--- config.mk ---
export PLATFORM = sky130hd
export DESIGN_NAME = ex_wb
export DESIGN_NICKNAME = d
export VERILOG_FILES = /design/src/rtl/core_defines.sv /design/src/rtl/ex_wb_entry.sv /design/src/rtl/ex_wb.sv
export SDC_FILE = /design/constraint.sdc
export NUM_CORES = 1
export LEC_CHECK = 0
export ABC_AREA = 1
export BUFFER_PORTS_ARGS = -buffer_cell sky130_fd_sc_hd__buf_2
export CAP_MARGIN = 20
export CORE_MARGIN = 2
export CORE_UTILIZATION = 35
export CTS_CLUSTER_DIAMETER = 50
export DETAILED_ROUTE_END_ITERATION = 8
export PLACE_DENSITY = 0.69
export SLEW_MARGIN = 25
export SYNTH_ARGS = -nofsm -noshare
export SYNTH_HDL_FRONTEND = slang
export SYNTH_SLANG_ARGS = --single-unit
export TNS_END_PERCENT = 100
--- constraint.sdc ---
create_clock -name clk -period 8.04 [get_ports clk]
set_clock_uncertainty 0.1 [all_clocks]
set_input_delay 1.206 -clock clk [delete_from_list [all_inputs] [get_ports clk]]
set_output_delay 1.206 -clock clk [all_outputs]
set_load 0.05 [all_outputs]
--- src/rtl/core_defines.sv ---
// Shared core definitions for the tiny 5-stage core.
// Provides the default datapath widths, the hard-wired zero register
// address and the level at which the synchronous reset is asserted.
package core_defines;

  localparam int DW = 32;
  localparam int AW = 5;

  localparam logic [4:0] ZERO_REG   = 5'd0;
  localparam logic       RST_ACTIVE = 1'b0;

endpackage

--- src/rtl/ex_wb_entry.sv ---
// One registered result slot of the ex/wb skid buffer.
// Ports:
//   clk, rst      clock, synchronous active-low reset (clears valid only)
//   load          capture d and take load_vld as the new valid bit
//   load_vld      valid bit written on load
//   clear         invalidate the slot; wins over load
//   d             packed entry payload
//   vld           slot holds a live result
//   q             packed entry payload
module ex_wb_entry
  import core_defines::*;
#(
  parameter int W = 8
) (
  input  logic         clk,
  input  logic         rst,
  input  logic         load,
  input  logic         load_vld,
  input  logic         clear,
  input  logic [W-1:0] d,
  output logic         vld,
  output logic [W-1:0] q
);

  always_ff @(posedge clk) begin
    if (rst == RST_ACTIVE) begin
      vld <= 1'b0;
    end else if (clear) begin
      vld <= 1'b0;
    end else if (load) begin
      vld <= load_vld;
    end
  end

  // Payload is never reset: it is only observed while vld is set.
  always_ff @(posedge clk) begin
    if (load) begin
      q <= d;
    end
  end

endmodule

--- src/rtl/ex_wb.sv ---
// ex -> wb pipeline register with a two-entry skid buffer.
// Head entry H drives wb; skid entry S absorbs one extra result while wb is
// held. Wrong-path results behind a committing jump are squashed, x0 writes
// are dropped on entry, and committed results are counted.
// Ports:
//   clk, rst                 clock, synchronous active-low reset
//   in_valid_i / in_ready_o  ex handshake (ready depends on registered state only)
//   reg_wdata_i, reg_we_i, reg_waddr_i, jump_flag_i, jump_addr_i  ex result
//   hold_i, flush_i          ctrl hold (wb not ready) and flush
//   out_valid_o              H holds a result
//   reg_wdata_o, reg_we_o, reg_waddr_o, jump_flag_o, jump_addr_o  to wb
//   retired_o                committed-result count (wraps)
module ex_wb
  import core_defines::*;
#(
  parameter int DW    = core_defines::DW,
  parameter int AW    = core_defines::AW,
  parameter int CNT_W = 32
) (
  input  logic             clk,
  input  logic             rst,
  input  logic             in_valid_i,
  output logic             in_ready_o,
  input  logic [DW-1:0]    reg_wdata_i,
  input  logic             reg_we_i,
  input  logic [AW-1:0]    reg_waddr_i,
  input  logic             jump_flag_i,
  input  logic [DW-1:0]    jump_addr_i,
  input  logic             hold_i,
  input  logic             flush_i,
  output logic             out_valid_o,
  output logic [DW-1:0]    reg_wdata_o,
  output logic             reg_we_o,
  output logic [AW-1:0]    reg_waddr_o,
  output logic             jump_flag_o,
  output logic [DW-1:0]    jump_addr_o,
  output logic [CNT_W-1:0] retired_o
);

  localparam int EW = 2 * DW + AW + 2;

  logic          accept;
  logic          commit;
  logic          squash;
  logic          in_we;
  logic [EW-1:0] in_ent;

  logic          h_vld_p1;
  logic [EW-1:0] h_q_p1;
  logic          h_load;
  logic          h_load_vld;
  logic          h_clear;
  logic [EW-1:0] h_d;

  logic          s_vld_p1;
  logic [EW-1:0] s_q_p1;
  logic          s_load;
  logic          s_clear;

  logic [DW-1:0] h_wdata;
  logic          h_we;
  logic [AW-1:0] h_waddr;
  logic          h_jflag;
  logic [DW-1:0] h_jaddr;

  logic [CNT_W-1:0] retired_p1;

  assign in_ready_o = !s_vld_p1;
  assign accept     = in_valid_i & in_ready_o;
  assign commit     = h_vld_p1 & !hold_i;
  // A committing jump makes everything behind it wrong-path.
  assign squash     = commit & h_jflag;

  // x0 is hard-wired zero, so its write enable is dropped at entry.
  assign in_we  = reg_we_i & (reg_waddr_i != AW'(ZERO_REG));
  assign in_ent = {reg_wdata_i, in_we, reg_waddr_i, jump_flag_i, jump_addr_i};

  // H refills whenever it empties or is consumed: from S if S is live,
  // otherwise from the incoming result. S only ever fills while H is stalled.
  assign h_clear    = flush_i | squash;
  assign h_load     = commit | !h_vld_p1;
  assign h_d        = s_vld_p1 ? s_q_p1 : in_ent;
  assign h_load_vld = s_vld_p1 | accept;

  assign s_clear = flush_i | commit;
  assign s_load  = h_vld_p1 & !commit & accept;

  // ---- stage boundary: ex inputs -> H/S registers ----
  ex_wb_entry #(.W(EW)) u_head (
    .clk      (clk),
    .rst      (rst),
    .load     (h_load),
    .load_vld (h_load_vld),
    .clear    (h_clear),
    .d        (h_d),
    .vld      (h_vld_p1),
    .q        (h_q_p1)
  );

  ex_wb_entry #(.W(EW)) u_skid (
    .clk      (clk),
    .rst      (rst),
    .load     (s_load),
    .load_vld (1'b1),
    .clear    (s_clear),
    .d        (in_ent),
    .vld      (s_vld_p1),
    .q        (s_q_p1)
  );

  always_ff @(posedge clk) begin
    if (rst == RST_ACTIVE) begin
      retired_p1 <= '0;
    end else if (commit) begin
      retired_p1 <= retired_p1 + CNT_W'(1);
    end
  end

  // ---- stage boundary: H register -> wb outputs ----
  assign {h_wdata, h_we, h_waddr, h_jflag, h_jaddr} = h_q_p1;

  assign out_valid_o = h_vld_p1;
  assign reg_we_o    = commit & h_we;
  assign jump_flag_o = commit & h_jflag;
  assign reg_wdata_o = h_vld_p1 ? h_wdata : '0;
  assign reg_waddr_o = h_vld_p1 ? h_waddr : '0;
  assign jump_addr_o = h_vld_p1 ? h_jaddr : '0;
  assign retired_o   = retired_p1;

endmodule

=== Word level (Yosys, flattened, before mapping) ===
Index checks and enable logic that the tools add are counted.

* Reduce and logical (&&, ||, !) cells: 7
* Magnitude comparators: 0
* Bitwise logic cells: 12
* Equality and inequality tests: 0
* Multiplexer cells: 4
* Multipliers: 0
* Div/mod/pow operators: 0
* Shift operators: 0
* Add/sub/neg operators: 1

{| class="wikitable"
|+ Operator list
! operator !! number
|-
| 71-bit two-way mux || 1
|-
| 32-bit two-way mux || 2
|-
| 32-bit by 1-bit adder with 32-bit output, second input constant || 1
|-
| 1-bit bitwise AND || 7
|-
| 5-bit two-way mux || 1
|-
| 5-bit nonzero test || 1
|-
| 1-bit zero test || 4
|-
| 1-bit OR || 4
|-
| 2-bit OR reduction || 2
|-
| 1-bit NOT || 1
|}

* Memory bits (writable): 0
* Logic and storage cells: 29
* Latch bits: 0
* Output and inout bits: 105
* Register bits after elaboration: 176
* Memories: 0
* Input bits: 76
* Bits in read-only memories: 0

=== Depth between registers and ports, before layout ===
Gate-level depths: netlist of the first run.

* Depth in word-level cells: 5
* Depth in mapped cells: 10
* Mapped depth without buffers: 10

=== Cells and area by module ===
A second synthesis of the first run with hierarchy kept.

* Cells, all modules: 821
* Area, all modules: 7,596.0 µm²

{| class="wikitable"
|+ By module, submodules not included
! module !! times used !! seq. area each (µm²) !! area each (µm²) !! cells an instance
|-
| ex_wb_entry || 2 || 2,152.1 || 2,179.6 || 78
|-
| ex_wb || 1 || 640.6 || 3,236.9 || 665
|}

=== Least setup slack after synthesis of the first run ===
Ideal clock, no wire load.

* Path type: input -> register
* Start point: input hold_i
* End point: register u_skid.q[0] (enable)
* Arrival: 7,781 ps
* Path slack: -430 ps
* Path buffers: 0
* Setup time: 588 ps
* Data required time: 7,352 ps
* Stages: 2
* Cells stage by stage: nand2_1 > nor3_1

* Cells in the longest elaborated chain, start to end: 5

{| class="wikitable"
|+ Ends and longest elaborated chain
! element !! line !! RTL
|-
| from (decl) || ex_wb.sv:29 || <nowiki>input logic hold_i,</nowiki>
|-
| 1-bit zero test || ex_wb.sv:70 || <nowiki>assign commit = h_vld_p1 & !hold_i;</nowiki>
|-
| 1-bit bitwise AND || ex_wb.sv:70 ||
|-
| 1-bit zero test || ex_wb.sv:86 || <nowiki>assign s_load = h_vld_p1 & !commit & accept;</nowiki>
|-
| 1-bit bitwise AND (2 in a row) || ex_wb.sv:86 ||
|-
| via s_load || ex_wb.sv:57 || <nowiki>logic s_load;</nowiki>
|-
| to (signal assigned) || ex_wb_entry.sv:38 || <nowiki>q <= d;</nowiki>
|-
| to (decl) || ex_wb_entry.sv:22 || <nowiki>output logic [W-1:0] q</nowiki>
|}

The timed path passes the listed nets, and every way through them passes these cells.
A chain may end at the register's enable or synchronous reset.

=== Final worst setup path of the first run ===
* Start point: register u_head.vld
* End point: output reg_wdata_o[15]

* Cells in the longest elaborated chain, start to end: 1

{| class="wikitable"
|+ Ends and longest elaborated chain
! element !! line !! RTL
|-
| from (decl) || ex_wb_entry.sv:21 || <nowiki>output logic vld,</nowiki>
|-
| from (signal assigned) || ex_wb_entry.sv:31 || <nowiki>vld <= load_vld;</nowiki>
|-
| 32-bit two-way mux || ex_wb.sv:125 || <nowiki>assign reg_wdata_o = h_vld_p1 ? h_wdata : '0;</nowiki>
|-
| to (decl) || ex_wb.sv:32 || <nowiki>output logic [DW-1:0] reg_wdata_o,</nowiki>
|}

No other way between the ends.

==> results of run 1 <==
[state kept, by name, indices dropped and copies added, names as in the netlist]
signal / cells
retired_o: 32
u_head.q: 71
u_head.vld: 1
u_skid.q: 71
u_skid.vld: 1
[routing by layer]
metal  wire length [um]  vias to the layer above  global-route usage
met5                 27                        -                   0
li1                   -                     2867                   -
met3               1680                       27              0.0617
met2               7810                      197               0.243
met1               7360                     2532               0.195
met4                335                        4              0.0542
[through the flow]
step                cell area (um^2)  power [mW]
detailed placement              8760        1.18
global route                    9350        2.04
finish                          9350        1.97
floorplan                       7590        1.13
CTS                             9350        2.00
global placement                8760        1.17
[critical path: stages (launching register included)]
cell and delay, ns:
dfxtp_2 0.82, buf_4 0.50, nand2_1 0.11, inv_1 0.11, buf_2 0.26
[cells by family after synthesis]
group | count (synthesis) | share of synthesized area
xor gates and xnor gates | 8 | 0.00924
buffers and inverters | 141 | 0.0712
and+or+nand+nor | 442 | 0.246
adders and majority gates | 1 | 0.00165
DFF | 176 | 0.652
AOI/OAI and AO/OA | 30 | 0.0204
[cell usage after synthesis, drive strengths merged (2+ instances only)]
cell and count:
nand2 336, edfxtp 142, inv 112, nor2 65, dfxtp 34, clkbuf 18
nand3 16, o21ai 15, a21oi 13, nand4 10, nor3 10, buf 9
xor2 7, clkinv 2
[cell type report]
class | instances | area (um^2) | area share
inverters | 114 | 428 | 0.0457
multi-input cells | 481 | 2110 | 0.226
clock inverters | 15 | 161 | 0.0173
well taps | 275 | 344 | 0.0368
diodes | 1 | 2.50 | 0.000268
clock buffers | 17 | 425 | 0.0455
repair buffers | 184 | 931 | 0.0995
flip-flops and latches | 176 | 4950 | 0.529
[cells in the final DEF (no fill, tap or decap), types with 3 or more instances in the layout]
master,count
a21oi_1,13
buf_2,180
buf_4,4
clkbuf_16,17
clkinv_8,3
dfxtp_1,32
edfxtp_1,142
inv_1,109
inv_2,3
inv_8,6
nand2_1,331
nand2_4,3
nand3_1,14
nand4_1,9
nor2_1,53
nor2_2,8
nor3_1,9
o21ai_0,13
xor2_1,7
[path summary, 6_finish.rpt]
path	to	slack (ns)	cells after the start
setup reg to reg	u_skid.q[9]$_DFFE_PP_	4.84	3
setup / recovery	reg_wdata_o[15]	4.48	4
hold / removal	retired_o[5]$_SDFFE_PN0P_	0.41	2
hold reg to reg	retired_o[5]$_SDFFE_PN0P_	0.41	2
[power by group through the flow]
stage	Clock, mW	Combinational, mW	Sequential, mW
5_1_grt	0.874	0.139	1.03
2_1_floorplan	0	0.0810	1.05
4_1_cts	0.842	0.128	1.03
3_3_place_gp	0	0.126	1.05
3_5_place_dp	0	0.128	1.05
6_report	0.818	0.127	1.03
==> results.json, run 1 <==
{
  "dr.pass1.iters": 6,
  "worst_slack_ns": 4.48,
  "syn_avg_cell_area_um2": 9.51,
  "layout.cells.non_filler": 1263,
  "vias_per_cell": 4.46,
  "postCtsSetupBuffers": 0,
  "start_util": 0.359,
  "internal_power_mw": 1.47,
  "cp_max_fo": 42,
  "period_needed_ns": 3.56,
  "syn-num-nets": 875,
  "grt_use_total": 0.155,
  "cp_data_arrival_time_ns": 2.25,
  "drc": 0,
  "fp.dieH_um": 151,
  "synth_top_area_cell": "edfxtp_1",
  "htreeDepth": 4,
  "clkLatencyLatePin_ns": 0.42,
  "clk_pin_slew_ns": 0.07,
  "hold_violations": 0,
  "pwr-share-clk": 0.415,
  "whs_ns": 0.406,
  "max_cap_viol_count": 0,
  "cts_buffers": 17,
  "finalSetupTns_ns": 0,
  "dieWidth_um": 151,
  "irDropWorstVdd_mv": 0.163,
  "core_um2": 21200,
  "dpl.cell_count": 1230,
  "io_buffers": 180,
  "ys_seq_elements": 176,
  "synth_edf_count": 142,
  "critPathKind": "flop to primary output",
  "hp-start": "retired_o[5]$_SDFFE_PN0P_",
  "setup_viol": 0,
  "die_area_um2": 22900,
  "worst_pin_slew_ns": 1.01,
  "vias": 5627,
  "synth_cells": 798,
  "cts-root-buf": "clkbuf_16",
  "utilization": 0.442,
  "cp.required_ns": 6.73,
  "end_kind": "primary output",
  "syn-cell-area_um2": 7590,
  "finalMaxSlewViolations": 0,
  "yosysWarnings": 0,
  "grt_pass1_wl_um": 27300,
  "power_switching_uw": 503,
  "drt_wl_total_um": 17200,
  "grt_overflow_total": 0,
  "start_kind": "flop",
  "ys_types": 34,
  "wl_per_cell_um": 13.6,
  "drtIter0Drc": 285,
  "hp-class": "flop to flop",
  "grt_antenna_before_repair": 4,
  "rows": 53,
  "place.gp.congestion": 0.880,
  "clockBufferDepth": 2,
  "seq_area_frac_synth": 0.652,
  "fin_crit_sh": 0.443,
  "rsz0062_at_grt": "no",
  "crit_start": "u_head.vld$_SDFFE_PP0P_",
  "dp_slack_ns": 4.44,
  "cts_sinks": 176,
  "synth_ff_type": "edfxtp_1",
  "drive_gt1_frac": 0.247,
  "grt_pass1_vias": 5548,
  "swShare": 0.255,
  "yosys-top-cells-area": "edfxtp_1, nand2_1, dfxtp_1",
  "grt_start_max_net_pins": 74,
  "comb_power_share": 0.064,
  "pwr_density_cell_nw_per_um2": 211,
  "layout.nets": 1051,
  "cts_tree": "yes",
  "synth_top_area_share": 0.562,
  "async_reset_ff_frac": 0,
  "io_pins": 181,
  "holdBufCountCts": 0,
  "fmax_mhz": 281,
  "ctsResizeCount": 0,
  "fill_cells": 2028,
  "synthToLayoutAreaGrowth_pct": 23.3,
  "rr_startpoint": "u_head.vld$_SDFFE_PP0P_",
  "leakage_nw": 4.66,
  "antenna_left": 0,
  "dpl.hpwl_um": 11700,
  "status": "finished clean",
  "seqPwrFrac": 0.521,
  "max_slew_margin": 0.328
}
Note: power is estimated with default switching activity, not from simulation.
==> run 2: changes to the inputs <==
==> constraint.sdc (replaced) <==
create_clock -name clk -period 3.1 [get_ports clk]
set_clock_uncertainty 0.1 [all_clocks]
set_input_delay 0.465 -clock clk [delete_from_list [all_inputs] [get_ports clk]]
set_output_delay 0.465 -clock clk [all_outputs]
set_load 0.05 [all_outputs]
==> run 2 against run 1 <==
- register-to-register slack got worse by 3.7 ns
- hold slack worse by 0.28 ns
- wire length grew 5.5%
- sequential power grew to 2.6 times the previous value
- non-clock buffer count increased by 2
- first-iteration DRC count increased by 24%
- die area did not move
- combinational power rose to 2.6 times the previous value
- final cell count is the same
- via count grew 2.0%
==> results.json, run 2 (synthesis gave the netlist of run 1 again) <==
{
  "status": "finished clean",
  "clockBufferDepth": 2,
  "irDropWorstVdd_mv": 0.332,
  "grt_use_total": 0.163,
  "clk_pin_slew_ns": 0.07,
  "io_buffers": 180,
  "end_kind": "primary output",
  "holdBufCountCts": 0,
  "worst_pin_slew_ns": 0.696,
  "cts_sinks": 176,
  "drt_wl_total_um": 18200,
  "setup_viol": 0,
  "rows": 53,
  "vias_per_cell": 4.54,
  "ctsResizeCount": 0,
  "grt_pass1_wl_um": 28400,
  "cts-root-buf": "clkbuf_16",
  "grt_pass1_vias": 5564,
  "crit_slowest_cell": "dfxtp_4",
  "drc": 0,
  "htreeDepth": 4,
  "start_kind": "flop",
  "cp.required_ns": 2.53,
  "core_um2": 21200,
  "antenna_left": 0,
  "finalMaxSlewViolations": 0,
  "dr.pass1.iters": 5,
  "dpl.hpwl_um": 12400,
  "cp_cell_sequence": "buf_4 -> nand2_1 -> inv_1 -> buf_2",
  "drtIter0Drc": 353,
  "cpPeakStageDelay_ns": 0.54,
  "vias": 5737,
  "start_util": 0.359,
  "worst_slack_ns": 0.684,
  "hp-class": "input pin to flop",
  "period_needed_ns": 2.42,
  "drive_gt1_frac": 0.245,
  "io_pins": 181,
  "cp_data_arrival_time_ns": 1.85,
  "synthToLayoutAreaGrowth_pct": 23.1,
  "layout_commonest_cell": "nand2_1",
  "place.gp.congestion": 0.874,
  "layout.nets": 1053,
  "fp.dieH_um": 151,
  "mostFrequentLayoutCells": "nand2_1, buf_2, edfxtp_1",
  "max_cap_viol_count": 0,
  "dp_slack_ns": 1.06,
  "fin_crit_sh": 0.779,
  "die_area_um2": 22900,
  "hold_violations": 0,
  "num_antenna_cells": 0,
  "critPathKind": "flop to primary output",
  "fmax_mhz": 414,
  "dieWidth_um": 151,
  "cts_tree": "yes",
  "design_area_um2": 9340,
  "postCtsSetupBuffers": 0,
  "grt_start_max_net_pins": 73,
  "rsz0062_at_grt": "no",
  "grt_overflow_total": 0,
  "grt_antenna_before_repair": 3,
  "pwr_density_cell_nw_per_um2": 534,
  "place_area_um2": 8810,
  "max_slew_margin": 0.536,
  "leakage_nw": 4.62,
  "cp_max_fo": 31,
  "cts_buffers": 17,
  "wl_per_cell_um": 14.4,
  "clkLatencyLatePin_ns": 0.43
}
[run 2: where the power goes]
group	switching [mW]	internal, mW
sequential	0.0281	2.64
clock	0.951	1.04
combinational	0.244	0.0924
[run 2: final cells by class]
class,instances,area (um^2)
repair buffers,186,958
multi-input cells,481,2130
fillers,2095,11800
clock buffers,19,433
inverters,114,428
well taps,275,344
flip-flops and latches,176,4950
clock inverters,12,97.6
[run 2: routing by layer]
| layer | up-vias | global-route usage | part of all wire |
|---|---|---|---|
| met4 | 6 | 0.0458 | 0.011 |
| met1 | 2633 | 0.212 | 0.43 |
| met3 | 24 | 0.0560 | 0.089 |
| li1 | 2868 | - | - |
| met2 | 206 | 0.258 | 0.47 |
| met5 | - | 0 | 0.0023 |
[run 2: path summary, 6_finish.rpt]
kind | slack, ns | cells after the start | startpoint | to
worst max-delay path | 0.68 | 4 | u_head.vld$_SDFFE_PP0P_ | reg_waddr_o[4]
worst min-delay path | 0.12 | 1 | jump_addr_i[18] | u_skid.q[18]$_DFFE_PP_
worst max register to register | 1.12 | 3 | u_skid.vld$_SDFFE_PP0P_ | u_head.vld$_SDFFE_PP0P_
worst min register to register | 0.40 | 1 | retired_o[3]$_SDFFE_PN0P_ | retired_o[3]$_SDFFE_PN0P_
[run 2: stage by stage]
step	hold slack [ns]	power (mW)	setup TNS, ns	cells	util
4_1_cts	0.0973	5.06	0	1263	0.442
3_3_place_gp	0.370	3.05	0	1232	0.416
5_1_grt	0.104	5.18	0	1263	0.442
2_1_floorplan	0.394	2.92	-9.29	798	-
6_report	0.123	4.99	0	1263	0.442
3_5_place_dp	0.377	3.06	0	1232	0.416
[run 2: critical path: cells and delay by family, from the launching register on]
kind	cells	cell delay, ns
buf+inv	3	0.75
simple gates	1	0.13
flops	1	0.54
==> run 3: changes to the inputs <==
--- a/config.mk
+++ b/config.mk
@@ -12,7 +12,7 @@
 export CORE_UTILIZATION = 35
 export CTS_CLUSTER_DIAMETER = 50
 export DETAILED_ROUTE_END_ITERATION = 8
-export PLACE_DENSITY = 0.69
+export PLACE_DENSITY = 0.67
 export SLEW_MARGIN = 25
 export SYNTH_ARGS = -nofsm -noshare
 export SYNTH_HDL_FRONTEND = slang
==> constraint.sdc (replaced) <==
create_clock -name clk -period 2.5 [get_ports clk]
set_clock_uncertainty 0.1 [all_clocks]
set_input_delay 0.375 -clock clk [delete_from_list [all_inputs] [get_ports clk]]
set_output_delay 0.375 -clock clk [all_outputs]
set_load 0.05 [all_outputs]
==> run 3 against run 2 <==
- critical path depth stayed put
- combinational power rose by 25%
- final cell count up 0.71%
- final area grew 2.0%
- sequential share of layout area shrank 1.0 points
- die area did not move
- largest power group unchanged
- highest routed layer unchanged
==> results.json, run 3 (synthesis gave the netlist of run 1 again) <==
{
  "io_buffers": 180,
  "antenna_left": 0,
  "layout.nets": 1060,
  "grt_start_max_net_pins": 73,
  "htreeDepth": 4,
  "end_kind": "primary output",
  "grt_pass1_vias": 5509,
  "hp-class": "input pin to flop",
  "cp_data_arrival_time_ns": 1.81,
  "holdBufCountCts": 0,
  "start_util": 0.359,
  "crit_buf_inv": 3,
  "crit_start": "u_head.vld$_SDFFE_PP0P_",
  "max_cap_viol_count": 0,
  "dr.pass1.iters": 6,
  "fin_crit_sh": 0.913,
  "clockBufferDepth": 2,
  "grt_use_total": 0.159,
  "r2r_setup_slack_ns": 0.72,
  "dpl.cell_count": 1239,
  "setup_viol": 0,
  "cts_sinks": 176,
  "fmax_mhz": 438,
  "leakage_nw": 4.71,
  "critPathKind": "flop to primary output",
  "grt-busiest-layer": "met2",
  "cpPeakStageDelay_ns": 0.52,
  "worst_pin_slew_ns": 0.941,
  "drc": 0,
  "ff2ff_path_depth": 2,
  "status": "finished clean",
  "finalMaxSlewViolations": 0,
  "place.gp.congestion": 0.843,
  "vias": 5654,
  "grt_pass1_wl_um": 27800,
  "layout.cells.non_filler": 1272,
  "cp.required_ns": 2.03,
  "start_kind": "flop",
  "cp_max_fo": 28,
  "clk_pin_slew_ns": 0.08,
  "postCtsSetupBuffers": 0,
  "use_met2": 0.266,
  "pwr_density_cell_nw_per_um2": 679,
  "mostFrequentLayoutCells": "nand2_1, buf_2, edfxtp_1",
  "max_slew_margin": 0.372,
  "cts-root-buf": "clkbuf_16",
  "cts_buffers": 17,
  "dieWidth_um": 151,
  "die_area_um2": 22900,
  "ctsResizeCount": 0,
  "drive_gt1_frac": 0.254,
  "core_um2": 21200,
  "wl_per_cell_um": 13.8,
  "cts_tree": "yes",
  "drtIter0Drc": 281,
  "cp.depth": 4,
  "r2r-end": "u_head.q[11]$_DFFE_PP_",
  "rr_startpoint": "u_head.vld$_SDFFE_PP0P_",
  "grt_use_met3": 0.0488,
  "clkLatencyLatePin_ns": 0.44,
  "grt_antenna_before_repair": 1,
  "worst_slack_ns": 0.216,
  "crit_slowest_cell": "dfxtp_4",
  "vias_per_cell": 4.44,
  "crit_path_end": "jump_addr_o[0]",
  "io_pins": 181,
  "cp_cell_sequence": "buf_4 -> nand2_1 -> inv_1 -> buf_2",
  "irDropWorstVdd_mv": 0.467,
  "whs_ns": 0.0219,
  "rsz0062_at_grt": "no",
  "period_needed_ns": 2.28,
  "hold_violations": 0,
  "rows": 53,
  "dp_slack_ns": 0.633,
  "fp.dieH_um": 151,
  "synthToLayoutAreaGrowth_pct": 25.5,
  "use_met1": 0.198,
  "dpl.hpwl_um": 12500,
  "crit_family": "buffers and inverters",
  "drt_wl_total_um": 17600,
  "grt_overflow_total": 0,
  "layout_commonest_cell": "nand2_1"
}
## run 3: cell types whose count changed in the layout (fill, tap and decap cells not counted), sizes merged
cell	delta
clkinv	+2
diode	+1
buf	+7
clkinvlp	-1
clkbuf	-2
inv	+2
## run 3: worst min-delay path by stage
stage | slack [ns] | startpoint | cells past startpoint | end
final | 0.02 | reg_wdata_i[18] | 1 | u_skid.q[57]$_DFFE_PP_
after global routing | 0.006 | reg_wdata_i[10] | 1 | u_skid.q[49]$_DFFE_PP_
after CTS | 0.006 | reg_wdata_i[18] | 1 | u_skid.q[57]$_DFFE_PP_
after detailed placement | 0.39 | retired_o[3]$_SDFFE_PN0P_ | 1 | retired_o[3]$_SDFFE_PN0P_
after global placement | 0.38 | retired_o[3]$_SDFFE_PN0P_ | 1 | retired_o[3]$_SDFFE_PN0P_
after floorplan | 0.37 | jump_addr_i[0] | 0 | u_skid.q[0]$_DFFE_PP_
## run 3: through the flow
stage | power (mW) | utilization | cell area, um^2 | setup TNS [ns]
floorplan | 3.62 | - | 7630 | -52.49
finish | 6.47 | 0.450 | 9530 | 0
global placement | 3.79 | 0.421 | 8900 | 0
CTS | 6.53 | 0.450 | 9520 | 0
detailed placement | 3.80 | 0.421 | 8900 | 0
global route | 6.68 | 0.450 | 9520 | 0
## run 3: cell type report
type	count	area, um^2
Antenna cell	1	2.50
Fill cell	2002	11600
Multi-Input combinational cell	481	2130
Clock inverter	15	198
Tap cell	275	344
Timing Repair Buffer	193	1050
Clock buffer	17	425
Inverter	114	428
Sequential cell	176	4950
## run 3: routing by layer
| layer | part of all wire | vias to the layer above |
|---|---|---|
| met3 | 0.075 | 18 |
| met4 | 0.012 | 2 |
| met5 | 0.00057 | - |
| met2 | 0.48 | 166 |
| met1 | 0.43 | 2589 |
| li1 | - | 2879 |
## run 3: power by group
part	leakage, nW	switching, mW	internal, mW
logic	2.75	0.301	0.121
registers	1.66	0.0362	3.27
clock network	0.298	1.36	1.38
